[config.mk]
export PLATFORM = sky130hd
export DESIGN_NAME = relay_encode
export DESIGN_NICKNAME = d
export VERILOG_FILES = /design/src/rtl/relay_encode.sv
export SDC_FILE = /design/constraint.sdc
export NUM_CORES = 1
export LEC_CHECK = 0
export BUFFER_PORTS_ARGS = -buffer_cell sky130_fd_sc_hd__buf_2
export CAP_MARGIN = 20
export CORE_MARGIN = 8
export CORE_UTILIZATION = 30
export CTS_CLUSTER_DIAMETER = 60
export DETAILED_ROUTE_END_ITERATION = 7
export PLACE_DENSITY_LB_ADDON = 0.12
export SYNTH_ARGS = -nofsm -noshare
export SYNTH_HDL_FRONTEND = slang
export SYNTH_SLANG_ARGS = --single-unit
[constraint.sdc]
create_clock -name clk -period 3 [get_ports clk]
set_input_delay 0.3 -clock clk [delete_from_list [all_inputs] [get_ports clk]]
set_output_delay 0.3 -clock clk [all_outputs]
set_load 0.005 [all_outputs]
[src/rtl/relay_encode.sv]
// relay_encode: queues relay nibbles as single bits and transmits each as a WINDOW-clock
// chip on a serial line, preceded by one start chip per transmit session.
module relay_encode #(
    parameter int WINDOW = 64,
    parameter int DEPTH  = 8
) (
    input  logic       clk,
    input  logic       reset,
    input  logic [3:0] data_in,
    input  logic       data_valid,
    output logic       in_ready,
    input  logic       tx_en,
    output logic       data_out,
    output logic       busy,
    output logic       bit_strobe,
    output logic       underrun,
    output logic [4:0] fifo_count
);
    localparam int CW = $clog2(WINDOW);
    localparam int PW = $clog2(DEPTH);
    localparam logic [CW-1:0] LAST_CHIP  = CW'(WINDOW - 1);
    localparam logic [4:0]    FULL_COUNT = 5'(DEPTH);

    typedef enum logic [1:0] {
        IDLE,
        START,
        SEND
    } state_t;

    state_t           r_state;
    logic [CW-1:0]    r_chip;
    logic [DEPTH-1:0] r_mem;
    logic [PW-1:0]    r_wr_ptr;
    logic [PW-1:0]    r_rd_ptr;
    logic [4:0]       r_count;
    logic             r_data_out;
    logic             r_busy;
    logic             r_strobe;
    logic             r_underrun;

    logic w_bit;
    logic w_push;
    logic w_pop;
    logic w_not_empty;
    logic w_window_end;
    logic w_unused;

    assign w_bit        = &data_in[3:2];
    // The low two nibble bits never influence the line value.
    assign w_unused     = ^data_in[1:0];
    assign in_ready     = (r_count != FULL_COUNT);
    assign w_not_empty  = (r_count != 5'd0);
    assign w_push       = data_valid && in_ready;
    assign w_window_end = (r_state != IDLE) && (r_chip == LAST_CHIP);
    // Uses the pre-edge count, so a push on this same edge cannot rescue an empty FIFO.
    assign w_pop        = w_window_end && tx_en && w_not_empty;

    // NOTE: the bit storage has no reset; pointers and count alone define valid entries.
    always_ff @(posedge clk) begin
        if (w_push) begin
            r_mem[r_wr_ptr] <= w_bit;
        end
    end

    always_ff @(posedge clk or negedge reset) begin
        if (!reset) begin
            r_wr_ptr <= '0;
            r_rd_ptr <= '0;
            r_count  <= 5'd0;
        end else begin
            if (w_push) begin
                r_wr_ptr <= r_wr_ptr + 1'b1;
            end
            if (w_pop) begin
                r_rd_ptr <= r_rd_ptr + 1'b1;
            end
            case ({w_push, w_pop})
                2'b10:   r_count <= r_count + 5'd1;
                2'b01:   r_count <= r_count - 5'd1;
                default: r_count <= r_count;
            endcase
        end
    end

    // NOTE: non-blocking assignments so every register here samples pre-edge values.
    always_ff @(posedge clk or negedge reset) begin
        if (!reset) begin
            r_state    <= IDLE;
            r_chip     <= '0;
            r_data_out <= 1'b0;
            r_busy     <= 1'b0;
            r_strobe   <= 1'b0;
            r_underrun <= 1'b0;
        end else begin
            r_strobe   <= 1'b0;
            r_underrun <= 1'b0;
            case (r_state)
                IDLE: begin
                    r_chip     <= '0;
                    r_data_out <= 1'b0;
                    r_busy     <= 1'b0;
                    if (tx_en && w_not_empty) begin
                        r_state    <= START;
                        r_data_out <= 1'b1;
                        r_busy     <= 1'b1;
                    end
                end
                START, SEND: begin
                    if (r_chip == LAST_CHIP) begin
                        r_chip <= '0;
                        if (!tx_en) begin
                            r_state    <= IDLE;
                            r_data_out <= 1'b0;
                            r_busy     <= 1'b0;
                        end else begin
                            r_state  <= SEND;
                            r_strobe <= 1'b1;
                            if (w_not_empty) begin
                                r_data_out <= r_mem[r_rd_ptr];
                            end else begin
                                r_data_out <= 1'b0;
                                r_underrun <= 1'b1;
                            end
                        end
                    end else begin
                        r_chip <= r_chip + 1'b1;
                    end
                end
                default: begin
                    r_state    <= IDLE;
                    r_chip     <= '0;
                    r_data_out <= 1'b0;
                    r_busy     <= 1'b0;
                end
            endcase
        end
    end

    assign data_out   = r_data_out;
    assign busy       = r_busy;
    assign bit_strobe = r_strobe;
    assign underrun   = r_underrun;
    assign fifo_count = r_count;

endmodule

==> flow_summary.json, run 1 <==
{
  "timing_hold_violations_final": 17,
  "dieArea_mm2": 0.00800,
  "layout_commonest_cell": "dfrtp_1",
  "synth_flop_cell": "dfrtp_1",
  "synth_cells": 149,
  "fp.dieW_um": 89.5,
  "slew_headroom_pct": 60.6,
  "clk-insertion-delay-late_ns": 0.28,
  "detail-route-antenna-nets": 0,
  "io_pins": 18,
  "slew_viol_final": 0,
  "grt_pass1_wl_um": 5310,
  "finClkSkew_ns": 0.00902,
  "synthesis.area_mm2": 0.00162,
  "multi_input_area_um2": 759,
  "track_usage_pct": 8.89,
  "reg2reg_slack_ns": 0.11,
  "cts.sinks": 31,
  "critPathBufInv": 0,
  "synth_edf_count": 8,
  "cts_inserted_buffers": 5,
  "ys_seq_elements": 31,
  "cpMaxStageDelayCell": "or4_4",
  "crit_required_ns": 3.14,
  "p_per_area_mw_per_mm2": 863,
  "regArea_um2": 816,
  "port_buffers": 15,
  "cts_hold_buf": 0,
  "drt_iter0_markers": 56,
  "rows": 26,
  "critPathMaxFanout": 7,
  "cp_cell_sequence": "or4_4 > o21ai_4 > nor3_2 > ha_1 > xor2_1 > ha_1 > o211a_1 > or4_1 > nand3_1 > a311oi_1",
  "cp_common_cell": "ha_1",
  "hpwl_um": 2430,
  "finalSetupTns_ns": 0,
  "htreeDepth": 2,
  "violations": "negative hold slack",
  "final_cell_mix": "dfrtp_1 (23), nor2_1 (19), buf_2 (15)",
  "drive_above_1_share_pct": 21.8,
  "crit_family": "simple AND/OR/NAND/NOR gates",
  "drc": 0,
  "drt-total-wl_um": 3220,
  "cts_setup_buffers": 0,
  "r2r-start": "fifo_count[0]",
  "fin_crit_ns": 2.89,
  "maxCapViolCount": 0,
  "area_delta_synth_final_pct": 18.4,
  "max_stage_delay_ns": 0.56,
  "antenna_found_initial": 0,
  "avgRoutedWirePerCell_um": 13.2,
  "yosysUniqueCellTypes": 41,
  "leakage_uw": 0.000847,
  "crit_type": "reg2reg",
  "coreArea_mm2": 0.00517,
  "setup_violations": 0,
  "cts-root-buf": "clkbuf_8",
  "synth-seq-area-share_pct": 50.4,
  "fin_area_mm2": 0.00192,
  "gp_congestion": 0.759,
  "startpoint": "fifo_count[0]",
  "critPathArrivalTime_ns": 3.03,
  "dpl_worst_slack_ns": 0.149,
  "nFillCells": 526,
  "worst_r2r_path_depth": 10,
  "finalPower_uw": 1660,
  "grt_pass1_vias": 1119,
  "initial_core_util_pct": 31.3,
  "worstSetupStartpointType": "flip-flop",
  "ir_worst_vdd_mv": 0.337,
  "postPlaceCellArea_mm2": 0.00180,
  "final_nets": 190,
  "whs_ns": -0.0126,
  "syn_avg_cell_area_um2": 10.9,
  "grt_overflow": 0,
  "final.setup.worst_slack_ns": 0.115,
  "cts_tree": "done",
  "tightest_slew_ns": 0.588,
  "die_y_um": 89.5,
  "rsz0062_at_grt": "no",
  "cp-end-kind": "flip-flop",
  "syn-num-nets": 166,
  "reg2reg_to": "fifo_count[4]",
  "via_per_inst": 4.70,
  "fin_crit_sh_pct": 96.2,
  "cts_max_path_buffers": 2,
  "status": "finished with violations",
  "clk_pin_slew_ns": 0.07,
  "antenna_cells": 0,
  "max_freq_ghz": 0.347,
  "dr.pass1.iters": 4,
  "num_vias": 1147,
  "hold_path.class": "in2async",
  "async_reset_ff_share_pct": 74.2,
  "synth-warning-count": 0,
  "grt_max_degree": 24
}
[power by group]
group	leakage [µW]	switching (µW)	total, µW	internal [µW]
registers	0.000367	98.0	638	540
logic	0.000425	336	617	281
clock network	0.0000556	157	400	243
[routing by layer]
layer  up-vias  GRT usage [%]  share of wire [%]
met5         -              0                  0
met4         0           3.63               0.78
met3         2           3.31                4.4
met2        19           14.2                 48
met1       550           10.5                 47
li1        576              -                  -
[area by class of cell]
class / count / share of cell area [%]
clock inverter: 3 / 2.02
tap: 70 / 4.57
clock buffer: 5 / 3.59
timing repair buffer: 21 / 6.27
sequential: 31 / 42.6
multi-input combinational: 107 / 39.6
inverter: 7 / 1.37
[cells in the mapped netlist, drive strengths merged (4+ instances only)]
cell,instances,area [µm²]
dfrtp,23,576
edfxtp,8,240
ha,9,113
inv,7,26.3
mux2,4,52.6
nand2,14,52.6
nand2b,6,37.5
nor2,19,71.3
nor4,5,31.3
o21ai,5,36.3
xnor2,6,52.6
xor2,5,43.8
[timing repair]
item / 4_1_cts / 5_1_grt
hold endpoints to repair: 0 / 0
endpoints found under the setup margin: 0 / 1
resized for setup: 0 / 1
[worst max path at each step]
stage                                to  slack (ns)  cells past startpoint
final                     fifo_count[4]        0.11                     10
after global routing      fifo_count[4]       0.008                     10
after CTS                 fifo_count[4]        0.13                     10
after detailed placement  fifo_count[4]        0.15                     10
after global placement    fifo_count[4]        0.22                     10
after floorplan           fifo_count[4]        0.02                     12
[kinds of logic (layout without fill, tap and decap cells)]
group	count (synthesis)	count (layout)	synth area share, %
multiplexers	6	6	5.25
flip-flops	31	31	50.4
AO/OA/AOI/OAI	21	21	9.82
buffers and inverters	11	36	3.09
AND/OR/NAND/NOR	60	60	18.5
XOR/XNOR	11	11	5.95
adder cells (fa/ha/maj)	9	9	6.96
[flip-flops by register name, summed over array words and instances, names as in the netlist]
register and count:
busy 1, r_mem 8, fifo_count 5, r_wr_ptr 3, r_chip 6, data_out 1
underrun 1, bit_strobe 1, r_rd_ptr 3, r_state 2
[per-stage QoR]
step                      std cells  utilization [%]
after floorplan                 149                -
after global placement          236             34.9
after detailed placement        236             34.9
after CTS                       244             36.9
after global routing            244             37.1
final                           244             37.1
[worst register-to-register path, cell delays in order (launching register included)]
cell and delay (ns):
dfrtp_1 0.48, or4_4 0.56, o21ai_4 0.22, nor3_2 0.12, ha_1 0.24, xor2_1 0.15, ha_1 0.21, o211a_1 0.22
or4_1 0.40, nand3_1 0.09, a311oi_1 0.05
Power figures use the tool's default switching activity.
==> run 2: changes to the inputs <==
==> constraint.sdc (replaced) <==
create_clock -name clk -period 2.7 [get_ports clk]
set_input_delay 0.27 -clock clk [delete_from_list [all_inputs] [get_ports clk]]
set_output_delay 0.27 -clock clk [all_outputs]
set_load 0.005 [all_outputs]
==> flow_summary.json, run 2 (same netlist as run 1, synthesis figures left out) <==
{
  "crit_required_ns": 2.86,
  "cts_inserted_buffers": 5,
  "rsz0062_at_grt": "yes",
  "timing_hold_violations_final": 0,
  "stdcell_count": 252,
  "grt_pass1_vias": 1151,
  "num_vias": 1147,
  "final.setup.worst_slack_ns": 0.0909,
  "port_buffers": 15,
  "fin_crit_sh_pct": 96.6,
  "final_cell_mix": "dfrtp_1 (23), nor2_1 (19), buf_2 (15)",
  "cts-root-buf": "clkbuf_8",
  "antenna_cells": 0,
  "status": "finished clean",
  "critPathMaxFanout": 4,
  "finClkSkew_ns": 0.00634,
  "slew_headroom_pct": 60.2,
  "clk-insertion-delay-late_ns": 0.28,
  "layout_commonest_cell": "dfrtp_1",
  "antenna_found_initial": 0,
  "dieArea_mm2": 0.00800,
  "clk_pin_slew_ns": 0.07,
  "max_freq_ghz": 0.383,
  "fp.dieW_um": 89.5,
  "grt_overflow": 0,
  "via_per_inst": 4.55,
  "detail-route-antenna-nets": 0,
  "fin_crit_ns": 2.61,
  "ir_worst_vdd_mv": 0.293,
  "dp_cells": 241,
  "dr.pass1.iters": 4,
  "drive_above_1_share_pct": 25.8,
  "cts_max_path_buffers": 2,
  "coreArea_mm2": 0.00517,
  "tightest_slew_ns": 0.594,
  "worstSetupStartpointType": "flip-flop",
  "drc": 0,
  "drt_iter0_markers": 37,
  "avgRoutedWirePerCell_um": 12.4,
  "setup_violations": 0,
  "p_per_area_mw_per_mm2": 917,
  "slew_viol_final": 0,
  "top_register": "r_mem",
  "cp-end-kind": "flip-flop",
  "hold_path.class": "in2reg",
  "largest_reg_flops": 8,
  "gp_congestion": 0.776,
  "grt_max_degree": 24,
  "rows": 26,
  "leakage_uw": 0.000879,
  "final_nets": 198,
  "crit_type": "reg2reg",
  "cts_tree": "done",
  "grt_pass1_wl_um": 5350,
  "io_pins": 18,
  "initial_core_util_pct": 31.3,
  "area_delta_synth_final_pct": 21.9,
  "track_usage_pct": 8.74,
  "htreeDepth": 2,
  "die_y_um": 89.5,
  "critPathArrivalTime_ns": 2.77,
  "nFillCells": 510,
  "maxCapViolCount": 0,
  "hpwl_um": 2360,
  "dpl_worst_slack_ns": 0.0372,
  "cts.sinks": 31,
  "drt-total-wl_um": 3120
}
[run 2: worst paths after layout]
check,start,to,slack (ns),cells past startpoint
worst max-delay path,fifo_count[1],fifo_count[4],0.09,10
worst min-delay path,tx_en,busy,0.31,3
worst max register to register,fifo_count[1],fifo_count[4],0.09,10
worst min register to register,r_chip[0],r_chip[0],0.48,1
max in group asynchronous,reset,r_rd_ptr[1],1.83,2
min in group asynchronous,reset,fifo_count[3],0.51,2
[run 2: where the power goes]
group	switching, µW	internal (µW)
clock network	167	205
registers	84.7	600
logic	407	346
[run 2: area by class of cell]
cell class / count / area, µm² / area share, %
timing repair buffer: 29 / 183 / 9.25
tap: 70 / 87.6 / 4.44
multi-input combinational: 107 / 771 / 39.0
sequential: 31 / 816 / 41.3
clock inverter: 1 / 5.00 / 0.253
clock buffer: 7 / 86.3 / 4.37
inverter: 7 / 26.3 / 1.33
[run 2: repair_timing]
action                                  in CTS  in global routing
endpoints found under the hold margin       23                  0
endpoints found under the setup margin       0                  2
hold buffers                                 1                  0
resized for setup                            0                  3
buffers inserted                             0                  2
[run 2: per-layer routing]
metal  share of wire (%)  global-route usage, %  up-vias
li1                    -                      -      586
met1                  48                   10.7      539
met2                  46                   13.5       18
met3                 5.2                   3.22        4
met4                 1.0                   3.63        0
met5                   0                      0        -
[run 2: through the flow]
step / area, µm² / total power [µW] / setup TNS (ns) / hold slack (ns) / util, %
floorplan: 1650 / 1200 / -0.165 / -0.0256 / -
global placement: 1850 / 1430 / 0 / 0.279 / 35.8
detailed placement: 1850 / 1440 / 0 / 0.283 / 35.8
CTS: 1950 / 1830 / 0 / 0.292 / 37.8
global route: 1970 / 1970 / -0.0315 / 0.327 / 38.2
finish: 1970 / 1810 / 0 / 0.306 / 38.2
[run 2: worst max-delay path, stage by stage, from the launching register on]
cell	delay, ns
dfrtp_1	0.38
or4_4	0.58
o21ai_4	0.18
nor3_4	0.07
ha_2	0.21
xor2_1	0.14
ha_2	0.19
o211a_1	0.21
or4_1	0.40
nand3_1	0.08
a311oi_1	0.04
==> run 3: changes to the inputs <==
==> constraint.sdc (replaced) <==
create_clock -name clk -period 2.7 [get_ports clk]
set_input_delay 0.405 -clock clk [delete_from_list [all_inputs] [get_ports clk]]
set_output_delay 0.405 -clock clk [all_outputs]
set_load 0.005 [all_outputs]
==> flow_summary.json, run 3 (same netlist as run 1, synthesis figures left out) <==
{
  "antenna_found_initial": 0,
  "critPathArrivalTime_ns": 2.74,
  "dieArea_mm2": 0.00800,
  "gp_congestion": 0.792,
  "cts_hold_buf": 0,
  "routedLengthMet1_um": 1530,
  "coreArea_mm2": 0.00517,
  "fp.dieW_um": 89.5,
  "finClkSkew_ns": 0.00367,
  "status": "finished clean",
  "drc": 0,
  "rows": 26,
  "hpwl_um": 2460,
  "fin_crit_sh_pct": 95.8,
  "grt_max_degree": 24,
  "grt_overflow": 0,
  "multi_input_area_um2": 787,
  "final_nets": 197,
  "cts-root-buf": "clkbuf_8",
  "grt_pass1_wl_um": 5450,
  "slew_headroom_pct": 59.6,
  "hold_path.class": "in2async",
  "cts.sinks": 31,
  "max_freq_ghz": 0.386,
  "layout_commonest_cell": "dfrtp_1",
  "htreeDepth": 2,
  "track_usage_pct": 8.99,
  "timing_hold_violations_final": 0,
  "ir_worst_vdd_mv": 0.342,
  "drt_iter0_markers": 29,
  "dr.pass1.iters": 4,
  "wl_met2_um": 1500,
  "nFillCells": 504,
  "worstSetupStartpointType": "flip-flop",
  "cts_inserted_buffers": 5,
  "tightest_slew_ns": 0.603,
  "regArea_um2": 816,
  "slew_viol_final": 0,
  "cts_tree": "done",
  "initial_core_util_pct": 31.3,
  "clk_pin_slew_ns": 0.07,
  "startpoint": "fifo_count[2]",
  "finalSetupTns_ns": 0,
  "wl_met3_um": 168,
  "fin_crit_ns": 2.59,
  "drive_above_1_share_pct": 27.6,
  "io_pins": 18,
  "area_delta_synth_final_pct": 22.2,
  "die_y_um": 89.5,
  "maxCapViolCount": 0,
  "port_buffers": 15,
  "leakage_uw": 0.000869,
  "clk-insertion-delay-late_ns": 0.28,
  "avgRoutedWirePerCell_um": 12.9,
  "crit_required_ns": 2.86,
  "finish.utilization_pct": 38.2,
  "via_per_inst": 4.71,
  "antenna_cells": 0,
  "p_per_area_mw_per_mm2": 909,
  "setup_violations": 0,
  "dr.max_layer_used": "met4",
  "detail-route-antenna-nets": 0,
  "critPathMaxFanout": 4,
  "crit_type": "reg2reg",
  "cts_max_path_buffers": 2,
  "r2r-start": "fifo_count[2]",
  "final_cell_mix": "dfrtp_1 (23), nor2_1 (19), buf_2 (15)",
  "drt-total-wl_um": 3250,
  "cp-end-kind": "flip-flop",
  "num_vias": 1182,
  "largest_reg_flops": 8,
  "grt_pass1_vias": 1146,
  "top_register": "r_mem",
  "rsz0062_at_grt": "no"
}
[run 3: critical path, cell delays in order (launching register included)]
cell and delay (ns):
dfrtp_1 0.38, or4_4 0.58, o21ai_4 0.18, nor3_4 0.08, ha_4 0.18, xor2_1 0.14, ha_2 0.19, o211a_1 0.22
or4_1 0.40, nand3_1 0.08, a311oi_1 0.04
[run 3: path summary, 6_finish.rpt]
kind,to,slack [ns],depth (start not counted)
worst max-delay path,fifo_count[4],0.11,10
worst min-delay path,r_chip[2],0.1,1
worst max register to register,fifo_count[4],0.11,10
worst min register to register,r_chip[0],0.46,1
max in group asynchronous,r_chip[4],2.24,1
min in group clk,busy,0.43,3
[run 3: final cells by class]
type	count	area share (%)
clock inverters	3	1.01
well taps	70	4.43
inverters	7	1.33
repair buffers	28	8.73
clock buffers	5	3.48
flip-flops and latches	31	41.2
multi-input cells	107	39.8
[run 3: stage by stage]
step / std cells / hold slack (ns) / setup WS, ns / instance area [µm²] / power [µW]
floorplan: 149 / 0.109 / -0.165 / 1650 / 1200
global placement: 241 / 0.415 / 0.0700 / 1850 / 1430
detailed placement: 241 / 0.423 / 0.0372 / 1850 / 1450
CTS: 249 / 0.116 / 0.00419 / 1940 / 1820
global route: 251 / 0.139 / 0.0170 / 1980 / 1960
finish: 251 / 0.0989 / 0.112 / 1980 / 1800
[run 3: what timing repair did]
action | in CTS | in global routing
endpoints found under the setup margin | 1 | 1
setup buffers | 0 | 2
gates resized for setup | 0 | 5
pin swaps | 1 | 4
cloned | 0 | 0
[run 3: report_power, final]
part           internal [µW]  switching (µW)
Clock                    179             186
Sequential               600            82.7
Combinational            343             408
[run 3: metal layers]
metal	global-route usage, %	vias up
met5	0	-
met4	4.08	0
met3	3.40	5
met2	13.8	23
met1	10.9	569
li1	-	585
